$ cat src/rtl/broadcast_sequencer_if.sv
// Handshake bundle between the broadcast sequencer, the cell particle memories
// and the force-filter bank.
interface broadcast_sequencer_if #(
  parameter int PARTICLE_ID_WIDTH = 7
) ();
  logic                         start;
  logic                         flush;
  logic [PARTICLE_ID_WIDTH-1:0] home_count;
  logic                         cnt_req;
  logic                         cnt_valid;
  logic [PARTICLE_ID_WIDTH-1:0] nb_count;
  logic                         filter_ready;
  logic [PARTICLE_ID_WIDTH-1:0] ref_id;
  logic                         nb_rd_en;
  logic [PARTICLE_ID_WIDTH-1:0] nb_rd_addr;
  logic                         ref_done;
  logic                         all_done;
  logic                         busy;

  modport master (
    output start, flush, home_count, cnt_valid, nb_count, filter_ready,
    input  cnt_req, ref_id, nb_rd_en, nb_rd_addr, ref_done, all_done, busy
  );

  modport slave (
    input  start, flush, home_count, cnt_valid, nb_count, filter_ready,
    output cnt_req, ref_id, nb_rd_en, nb_rd_addr, ref_done, all_done, busy
  );
endinterface

$ cat src/rtl/broadcast_sequencer.sv
// Per-home-cell controller: walks reference particles and broadcasts every
// neighbor particle into the filter pipeline under back-pressure.
//
// state       | meaning
// ------------+-----------------------------------------------------------
// S_IDLE      | waiting for start; home_count latched on accepted start
// S_LOAD_REF  | ref_id valid; schedule the one-cycle neighbor count request
// S_WAIT_CNT  | cnt_req pulse visible; hold until cnt_valid, latch nb_count
// S_BROADCAST | issue neighbor reads 1..nb_count while filter is ready
// S_NEXT_REF  | advance ref_id or finish the home cell
// S_DONE      | schedule the all_done pulse, return to idle
module broadcast_sequencer #(
  parameter int PARTICLE_ID_WIDTH = 7
) (
  input  logic                  clk,
  input  logic                  rst_n,
  broadcast_sequencer_if.slave  bus
);
  localparam int W = PARTICLE_ID_WIDTH;

  typedef enum logic [2:0] {
    S_IDLE,
    S_LOAD_REF,
    S_WAIT_CNT,
    S_BROADCAST,
    S_NEXT_REF,
    S_DONE
  } state_t;

  state_t         state, state_nx;
  logic [W-1:0]   home_cnt, home_cnt_nx;
  logic [W-1:0]   nb_cnt, nb_cnt_nx;
  logic [W-1:0]   ref_id_q, ref_id_nx;
  logic [W-1:0]   addr_q, addr_nx;
  logic           cnt_req_q, cnt_req_nx;
  logic           rd_en_q, rd_en_nx;
  logic           ref_done_q, ref_done_nx;
  logic           all_done_q, all_done_nx;
  logic           busy_q, busy_nx;

  always_ff @(posedge clk or negedge rst_n) begin
    if (!rst_n) begin
      state      <= S_IDLE;
      home_cnt   <= '0;
      nb_cnt     <= '0;
      ref_id_q   <= '0;
      addr_q     <= '0;
      cnt_req_q  <= 1'b0;
      rd_en_q    <= 1'b0;
      ref_done_q <= 1'b0;
      all_done_q <= 1'b0;
      busy_q     <= 1'b0;
    end else begin
      state      <= state_nx;
      home_cnt   <= home_cnt_nx;
      nb_cnt     <= nb_cnt_nx;
      ref_id_q   <= ref_id_nx;
      addr_q     <= addr_nx;
      cnt_req_q  <= cnt_req_nx;
      rd_en_q    <= rd_en_nx;
      ref_done_q <= ref_done_nx;
      all_done_q <= all_done_nx;
      busy_q     <= busy_nx;
    end
  end

  always_comb begin
    state_nx    = state;
    home_cnt_nx = home_cnt;
    nb_cnt_nx   = nb_cnt;
    ref_id_nx   = ref_id_q;
    addr_nx     = addr_q;
    cnt_req_nx  = 1'b0;
    rd_en_nx    = 1'b0;
    ref_done_nx = 1'b0;
    all_done_nx = 1'b0;

    unique case (state)
      S_IDLE: begin
        if (bus.start) begin
          home_cnt_nx = bus.home_count;
          if (bus.home_count == '0) begin
            state_nx = S_DONE;
          end else begin
            ref_id_nx = W'(1);
            state_nx  = S_LOAD_REF;
          end
        end
      end
      S_LOAD_REF: begin
        cnt_req_nx = 1'b1;
        state_nx   = S_WAIT_CNT;
      end
      S_WAIT_CNT: begin
        if (bus.cnt_valid) begin
          nb_cnt_nx = bus.nb_count;
          if (bus.nb_count == '0) begin
            ref_done_nx = 1'b1;
            state_nx    = S_NEXT_REF;
          end else begin
            addr_nx  = W'(1);
            state_nx = S_BROADCAST;
          end
        end
      end
      S_BROADCAST: begin
        // Equality against the latched count: the last address is never
        // incremented, so a full-scale count cannot wrap to zero.
        if (rd_en_q && (addr_q == nb_cnt)) begin
          state_nx = S_NEXT_REF;
        end else begin
          if (rd_en_q) addr_nx = addr_q + 1'b1;
          rd_en_nx    = bus.filter_ready;
          ref_done_nx = bus.filter_ready && (addr_nx == nb_cnt);
        end
      end
      S_NEXT_REF: begin
        if (ref_id_q == home_cnt) begin
          state_nx = S_DONE;
        end else begin
          ref_id_nx = ref_id_q + 1'b1;
          state_nx  = S_LOAD_REF;
        end
      end
      S_DONE: begin
        all_done_nx = 1'b1;
        state_nx    = S_IDLE;
      end
      default: state_nx = S_IDLE;
    endcase

    if (bus.flush) begin
      state_nx    = S_IDLE;
      home_cnt_nx = '0;
      nb_cnt_nx   = '0;
      ref_id_nx   = '0;
      addr_nx     = '0;
      cnt_req_nx  = 1'b0;
      rd_en_nx    = 1'b0;
      ref_done_nx = 1'b0;
      all_done_nx = 1'b0;
    end

    busy_nx = (state_nx != S_IDLE);
  end

  assign bus.cnt_req    = cnt_req_q;
  assign bus.ref_id     = ref_id_q;
  assign bus.nb_rd_en   = rd_en_q;
  assign bus.nb_rd_addr = addr_q;
  assign bus.ref_done   = ref_done_q;
  assign bus.all_done   = all_done_q;
  assign bus.busy       = busy_q;
endmodule
$ cat src/flat_wrapper.sv
// flat-port wrapper written by rule: the top's interface ports become plain ports
module broadcast_sequencer_flat 
#(
  parameter int PARTICLE_ID_WIDTH = 7
)
  (clk, rst_n, bus_start, bus_flush, bus_home_count, bus_cnt_valid, bus_nb_count, bus_filter_ready, bus_cnt_req, bus_ref_id, bus_nb_rd_en, bus_nb_rd_addr, bus_ref_done, bus_all_done, bus_busy);
  broadcast_sequencer_if #(.PARTICLE_ID_WIDTH(PARTICLE_ID_WIDTH)) bus_i ();
  input  logic clk;
  input  logic rst_n;
  input wire logic [$bits(bus_i.start)-1:0] bus_start;
  input wire logic [$bits(bus_i.flush)-1:0] bus_flush;
  input wire logic [$bits(bus_i.home_count)-1:0] bus_home_count;
  input wire logic [$bits(bus_i.cnt_valid)-1:0] bus_cnt_valid;
  input wire logic [$bits(bus_i.nb_count)-1:0] bus_nb_count;
  input wire logic [$bits(bus_i.filter_ready)-1:0] bus_filter_ready;
  output wire logic [$bits(bus_i.cnt_req)-1:0] bus_cnt_req;
  output wire logic [$bits(bus_i.ref_id)-1:0] bus_ref_id;
  output wire logic [$bits(bus_i.nb_rd_en)-1:0] bus_nb_rd_en;
  output wire logic [$bits(bus_i.nb_rd_addr)-1:0] bus_nb_rd_addr;
  output wire logic [$bits(bus_i.ref_done)-1:0] bus_ref_done;
  output wire logic [$bits(bus_i.all_done)-1:0] bus_all_done;
  output wire logic [$bits(bus_i.busy)-1:0] bus_busy;
  assign bus_i.start = bus_start;
  assign bus_i.flush = bus_flush;
  assign bus_i.home_count = bus_home_count;
  assign bus_i.cnt_valid = bus_cnt_valid;
  assign bus_i.nb_count = bus_nb_count;
  assign bus_i.filter_ready = bus_filter_ready;
  assign bus_cnt_req = bus_i.cnt_req;
  assign bus_ref_id = bus_i.ref_id;
  assign bus_nb_rd_en = bus_i.nb_rd_en;
  assign bus_nb_rd_addr = bus_i.nb_rd_addr;
  assign bus_ref_done = bus_i.ref_done;
  assign bus_all_done = bus_i.all_done;
  assign bus_busy = bus_i.busy;
  broadcast_sequencer #(.PARTICLE_ID_WIDTH(PARTICLE_ID_WIDTH)) u_core (.clk(clk), .rst_n(rst_n), .bus(bus_i));
endmodule
$ cat config.mk
export PLATFORM = sky130hd
export DESIGN_NAME = broadcast_sequencer_flat
export DESIGN_NICKNAME = d
export VERILOG_FILES = /design/src/rtl/broadcast_sequencer_if.sv /design/src/rtl/broadcast_sequencer.sv /design/src/flat_wrapper.sv
export SDC_FILE = /design/constraint.sdc
export NUM_CORES = 1
export LEC_CHECK = 0
export CAP_MARGIN = 20
export CELL_PAD_IN_SITES_DETAIL_PLACEMENT = 0
export CELL_PAD_IN_SITES_GLOBAL_PLACEMENT = 1
export CORE_MARGIN = 4
export CORE_UTILIZATION = 39
export CTS_CLUSTER_DIAMETER = 30
export DETAILED_ROUTE_END_ITERATION = 10
export MAX_ROUTING_LAYER = met4
export PLACE_DENSITY_LB_ADDON = 0.1
export SETUP_SLACK_MARGIN = 0.15
export SYNTH_ARGS = -nofsm -noshare
export SYNTH_HDL_FRONTEND = slang
export SYNTH_SLANG_ARGS = --single-unit
$ cat constraint.sdc
create_clock -name clk -period 2.8 [get_ports clk]
set_clock_uncertainty 0.15 [all_clocks]
set_input_delay 0.42 -clock clk [delete_from_list [all_inputs] [get_ports clk]]
set_output_delay 0.42 -clock clk [all_outputs]
set_load 0.05 [all_outputs]
After elaboration in Yosys (flattened, before gate mapping)
Cells that the tools add are included.
Word-level totals
  input port bits: 20
  flip-flop bits (word level): 36
Cells by class
  equal/unequal tests: 14
  mux-type cells: 39
  reductions and logical operators: 16
  add/sub/neg operators: 2
Operator list (count)
  $mux W7: 17
  $pmux W7 S2: 2
  $eq A7 B7 Y1: 3
  $mux W3: 7
  $ne A3 B3 Y1 const B: 6
  $pmux W3 S5: 1
  $add A7 B1 Y7 const B: 2
  $logic_not A7 Y1: 2
  $mux W1: 11
  $reduce_bool A3 Y1: 3
  $reduce_and A4 Y1: 2
  $reduce_bool A2 Y1: 4
  $eq A3 B2 Y1 const B: 2
  $eq A3 B3 Y1 const B: 2
  $reduce_and A2 Y1: 2
  $eq A3 B1 Y1 const B: 1
  $logic_not A3 Y1: 1
  $logic_and A1 B1 Y1: 2
  $pmux W1 S2: 1

Logic depth before layout (Yosys ltp)
  depth in word-level cells: 9
  gate-level depth with buffers: 7
  mapped depth without buffers: 6

Worst setup path before layout
Ideal clock, no wire load.
  kind: register -> register
  from: reg u_core.addr_q[1], in the netlist u_core.bus.nb_rd_addr[1]
  to: reg u_core.ref_done_q, in the netlist u_core.bus.ref_done
  setup slack: 0.303 ns
  clock period less this slack: 2.497 ns
  path buffers: 0
  arrival: 2.252 ns
  cell stages (with the launch flop): 7
  required time: 2.555 ns
  setup time: 0.095 ns
  cell sequence: dfrtp_1 > ha_1 > and4_1 > nand3_1 > xnor2_1 > or4_1 > o31ai_1
Between the ends
  cells in the longest elaborated chain, start to end: 9
Ends and longest elaborated chain
  from (decl): line broadcast_sequencer.sv:34  | logic [W-1:0] addr_q, addr_nx;
  from (signal assigned): line broadcast_sequencer.sv:58  | addr_q <= addr_nx;
  $add A7 B1 Y7: line broadcast_sequencer.sv:112  | if (rd_en_q) addr_nx = addr_q + 1'b1;
  $mux W7: line broadcast_sequencer.sv:112
  $mux W7: line broadcast_sequencer.sv:109  | if (rd_en_q && (addr_q == nb_cnt)) begin
  $mux W7: line broadcast_sequencer.sv:78  | unique case (state)
  $eq A7 B7 Y1: line broadcast_sequencer.sv:114  | ref_done_nx = bus.filter_ready && (addr_nx == nb_cnt);
  $logic_and A1 B1 Y1: line broadcast_sequencer.sv:114
  $mux W1 (*): line broadcast_sequencer.sv:109
  $pmux W1 S2 (*): line broadcast_sequencer.sv:78
  $mux W1 (*): line broadcast_sequencer.sv:132  | if (bus.flush) begin
  net u_core.ref_done_nx: line broadcast_sequencer.sv:37  | logic ref_done_q, ref_done_nx;
  to (signal assigned): line broadcast_sequencer.sv:61  | ref_done_q <= ref_done_nx;
  to (decl): line broadcast_sequencer.sv:37
The timed path passes the listed nets; every way through them passes the cells marked *. The select of a mux whose other input is x is not followed.
A chain may end at the register's enable or synchronous reset.

Worst setup path after layout
Same ends and word-level chain as after synthesis.

==> results by group <==
Finish
  – Final #Nets: 300
  – Area Overhead vs Synth: 26.99%
  – Util after Layout: 51.53%
  – Ant diodes: 0
  – Layout cells sized above 1: 8.961%

CTS
  – TritonCTS clock tree: done
  – Clk_lat worst skew: between 200 and 300 ps
  – Clk sinks: 36
  – # H-tree levels: 2
  – Clock Pin Slew Worst Setup and Hold Paths: about 80 ps
  – CTS max path bufs: 2
  – Number of CTS-inserted buffers: 5
  – Clock Tree Root: clkbuf_8
  – Post-CTS setup buffers: 0
  – CTS resizes: 0
  – Post-CTS Hold Fix Bufs: 0

Synthesis
  – Ys flop type: dfrtp_1
  – Post-synth EDFFs: 0
  – Synth area leader: dfrtp_1
  – Ranking of synthesized cells by area: dfrtp_1 43%, nand2_1 8.1%, xnor2_1 5.0%
  – Mean Syn Cell Area: 8.876 um2
  – Yosys top cell area share: a little over two fifths
  – Yosys warns: 0
  – Post-synth top cells: 45 x nand2_1, 36 x dfrtp_1, 19 x a21oi_1, 17 x nor2_1, 12 x xnor2_1
  – Syn nets: about 260
  – Ys async rst share: 100.0%
  – Cell Area, Synth: between 2000 and 2500 um2
  – Unique masters post-synth: 48
  – Post-synthesis sequential area ratio: 43.19%
  – Post-Synthesis Cells: between 200 and 250
  – Top-count cell post-synth: nand2_1
  – Post-synthesis register bit count: 36

Placed design
  – Routability cong.: around 0.8
  – Final HPWL from detailed placement: 3.948 mm
  – I/O Buffers: 38

Timing
  – Final hold vios: 0
  – Setup TNS: 0 ps
  – Fmax: slightly above 400 MHz
  – Final period util: 87.34%
  – RSZ-0062 raised after global routing: no
  – Pins Over Slew Limit: 0
  – Min cycle time layout: 2445 ps
  – Final setup viols: 0
  – Worst-Margin Slew: between 800 and 900 ps
  – Slew HR: between 40% and 50%

Setup path
  – WP data required: 2840 ps
  – WP data arrival: between 2000 and 2500 ps
  – Startpoint types: flip-flop
  – Reg2Reg Depth: 6
  – WS Path Type: flip-flop to flip-flop
  – CP Buf/Inv Count: 0
  – Reg2reg start: u_core.bus.nb_rd_addr[1]
  – Setup crit end kind: flip-flop
  – CP max FO: 8
  – WP depth: 6
  – Slowest CP cell: dfrtp_1
  – Worst setup path start: u_core.bus.nb_rd_addr[1]
  – Crit-path cells: ha_1, and4_1, nand3_1, xnor2_1, or4_1, o31ai_1
  – Critical path's top delay family: simple AND/OR/NAND/NOR gates
  – Critical Path Max Stage Delay: approximately 520 ps

Pwr
  – Clk pwr share: 32.5%
  – Peak VDD IR: 0.2081 mV
  – Sw power: 0.0003578 W
  – Switching Share: about 30%
  – Pwr dens: about 450 nW/um2
  – Logic gate share of total power: 19.8%
  – Leak: 1.087 nW
  – Internal power: 0.0008375 W
  – Sequential share of power: 47.7%

Job
  – Max cap viols: 0

Global routing
  – Met2 usage: 25.86%
  – Met1 Resource Use GR: 27.49%
  – Grt total ovfl: 0
  – Total track usage: 18.67%
  – Wire length of the first global-routing pass: 9.204 mm
  – Vias in the first global route: about 1800
  – Largest net degree at the start of global routing: 37
  – Layer with the highest usage: met1
  – Met3 Resource Use GR: 4.102%
  – Initial antenna violation count: 0

Route
  – DR DRC count: 0
  – Routed via count: 1916
  – DRT Pass-1 Iters: 5
  – Post-Route WL: 5.496 mm
  – Iteration-0 DRC Markers: about 160
  – Vias/cell: between 5 and 6
  – WL/cell: 15.75 um
  – Routed Antenna Nets: 0

Floorplanning
  – Die Y: 81.13 um
  – Initial core utilization: about two fifths
  – Row cnt: 26
  – Die ar.: 6582 um2
  – Core area: 5140 um2
  – # IOs: 39
  – Die Wd: 81.13 um

Status
  – Status: complete, no violations

Worst hold path
  – Hold/Removal Path Class: input pin to asynchronous set/reset pin
[path summary, 6_finish.rpt]
kind / endpoint / slack, ps
setup / recovery: u_core.bus.ref_done / 350
hold / removal: u_core.home_cnt[6] / 70
setup reg to reg: u_core.bus.ref_done / 350
hold reg to reg: u_core.home_cnt[3] / 390
max in group asynchronous: u_core.bus.ref_id[2] / 1920
min in group clk: u_core.home_cnt[3] / 390
[power groups by stage]
stage	clock network [W]	logic [W]	registers, W
floorplan	0	0.000125	0.000596
global placement	0	0.000237	0.000580
detailed placement	0	0.000236	0.000580
CTS	0.000402	0.000237	0.000570
global route	0.000421	0.000261	0.000575
finish	0.000389	0.000236	0.000570
[metrics by stage]
step                std cells  cell area (um2)  setup WS, ps  hold WS [ps]   power, W
detailed placement        341             2556         226.7         385.7  0.0008165
global placement          341             2556         279.8         379.8  0.0008171
finish                    349             2649         354.5         71.36   0.001195
floorplan                 235             2086         302.6        -25.59  0.0007211
CTS                       349             2649         394.2         102.0   0.001209
global route              349             2649         212.5         139.3   0.001257
[per-layer routing]
metal | share of wire (%) | wire length [um] | vias up
li1 | - | - | 934
met1 | 52 | 2882 | 907
met2 | 41 | 2242 | 69
met3 | 5.8 | 319 | 6
met4 | 0.93 | 51 | 0
met5 | 0 | 0 | -
[final cells by class]
| cell class | count | area [um2] |
|---|---|---|
| Clock buffer | 6 | 82.58 |
| Clock inverter | 2 | 10.01 |
| Fill cell | 537 | 2491 |
| Inverter | 2 | 7.507 |
| Multi-Input combinational cell | 186 | 1117 |
| Sequential cell | 36 | 900.9 |
| Tap cell | 70 | 87.58 |
| Timing Repair Buffer | 47 | 442.9 |
[kinds of logic (layout without fill, tap and decap cells)]
| group | count (synthesis) | after routing | synth area share, % |
|---|---|---|---|
| flops | 36 | 36 | 43.19 |
| buf+inv | 13 | 57 | 3.240 |
| mux | 1 | 1 | 0.4799 |
| fa+ha+maj | 2 | 2 | 1.200 |
| compound gates | 56 | 56 | 17.58 |
| xor+xnor | 20 | 20 | 8.398 |
| simple gates | 107 | 107 | 25.92 |
[sequential cells by signal, summed over array words and instances (netlist names)]
name and flops:
u_core.bus.ref_done 1, u_core.bus.cnt_req 1, u_core.bus.ref_id 7, u_core.home_cnt 7
u_core.bus.all_done 1, u_core.bus.nb_rd_addr 7, u_core.state 3, u_core.bus.nb_rd_en 1
u_core.bus.busy 1, u_core.nb_cnt 7
[placed cells by master (no fill, tap or decap), types with 2 or more instances in the layout]
master            n
a211oi_1          3
a21oi_1          19
a22o_1            4
a31oi_1           3
and3_1            3
buf_4             9
clkbuf_8          6
clkdlybuf4s50_1  37
clkinv_2          2
dfrtp_1          36
ha_1              2
inv_1             2
nand2_1          45
nand3_1           5
nand4_1           5
nor2_1           17
nor3_1            6
nor3b_1           5
nor4_1            3
o21ai_0          11
o311ai_0          4
o31ai_1           4
or3_1             2
or4_1             2
or4_4             2
xnor2_1          12
xor2_1            8
Note: power is estimated with default switching activity, not from simulation.
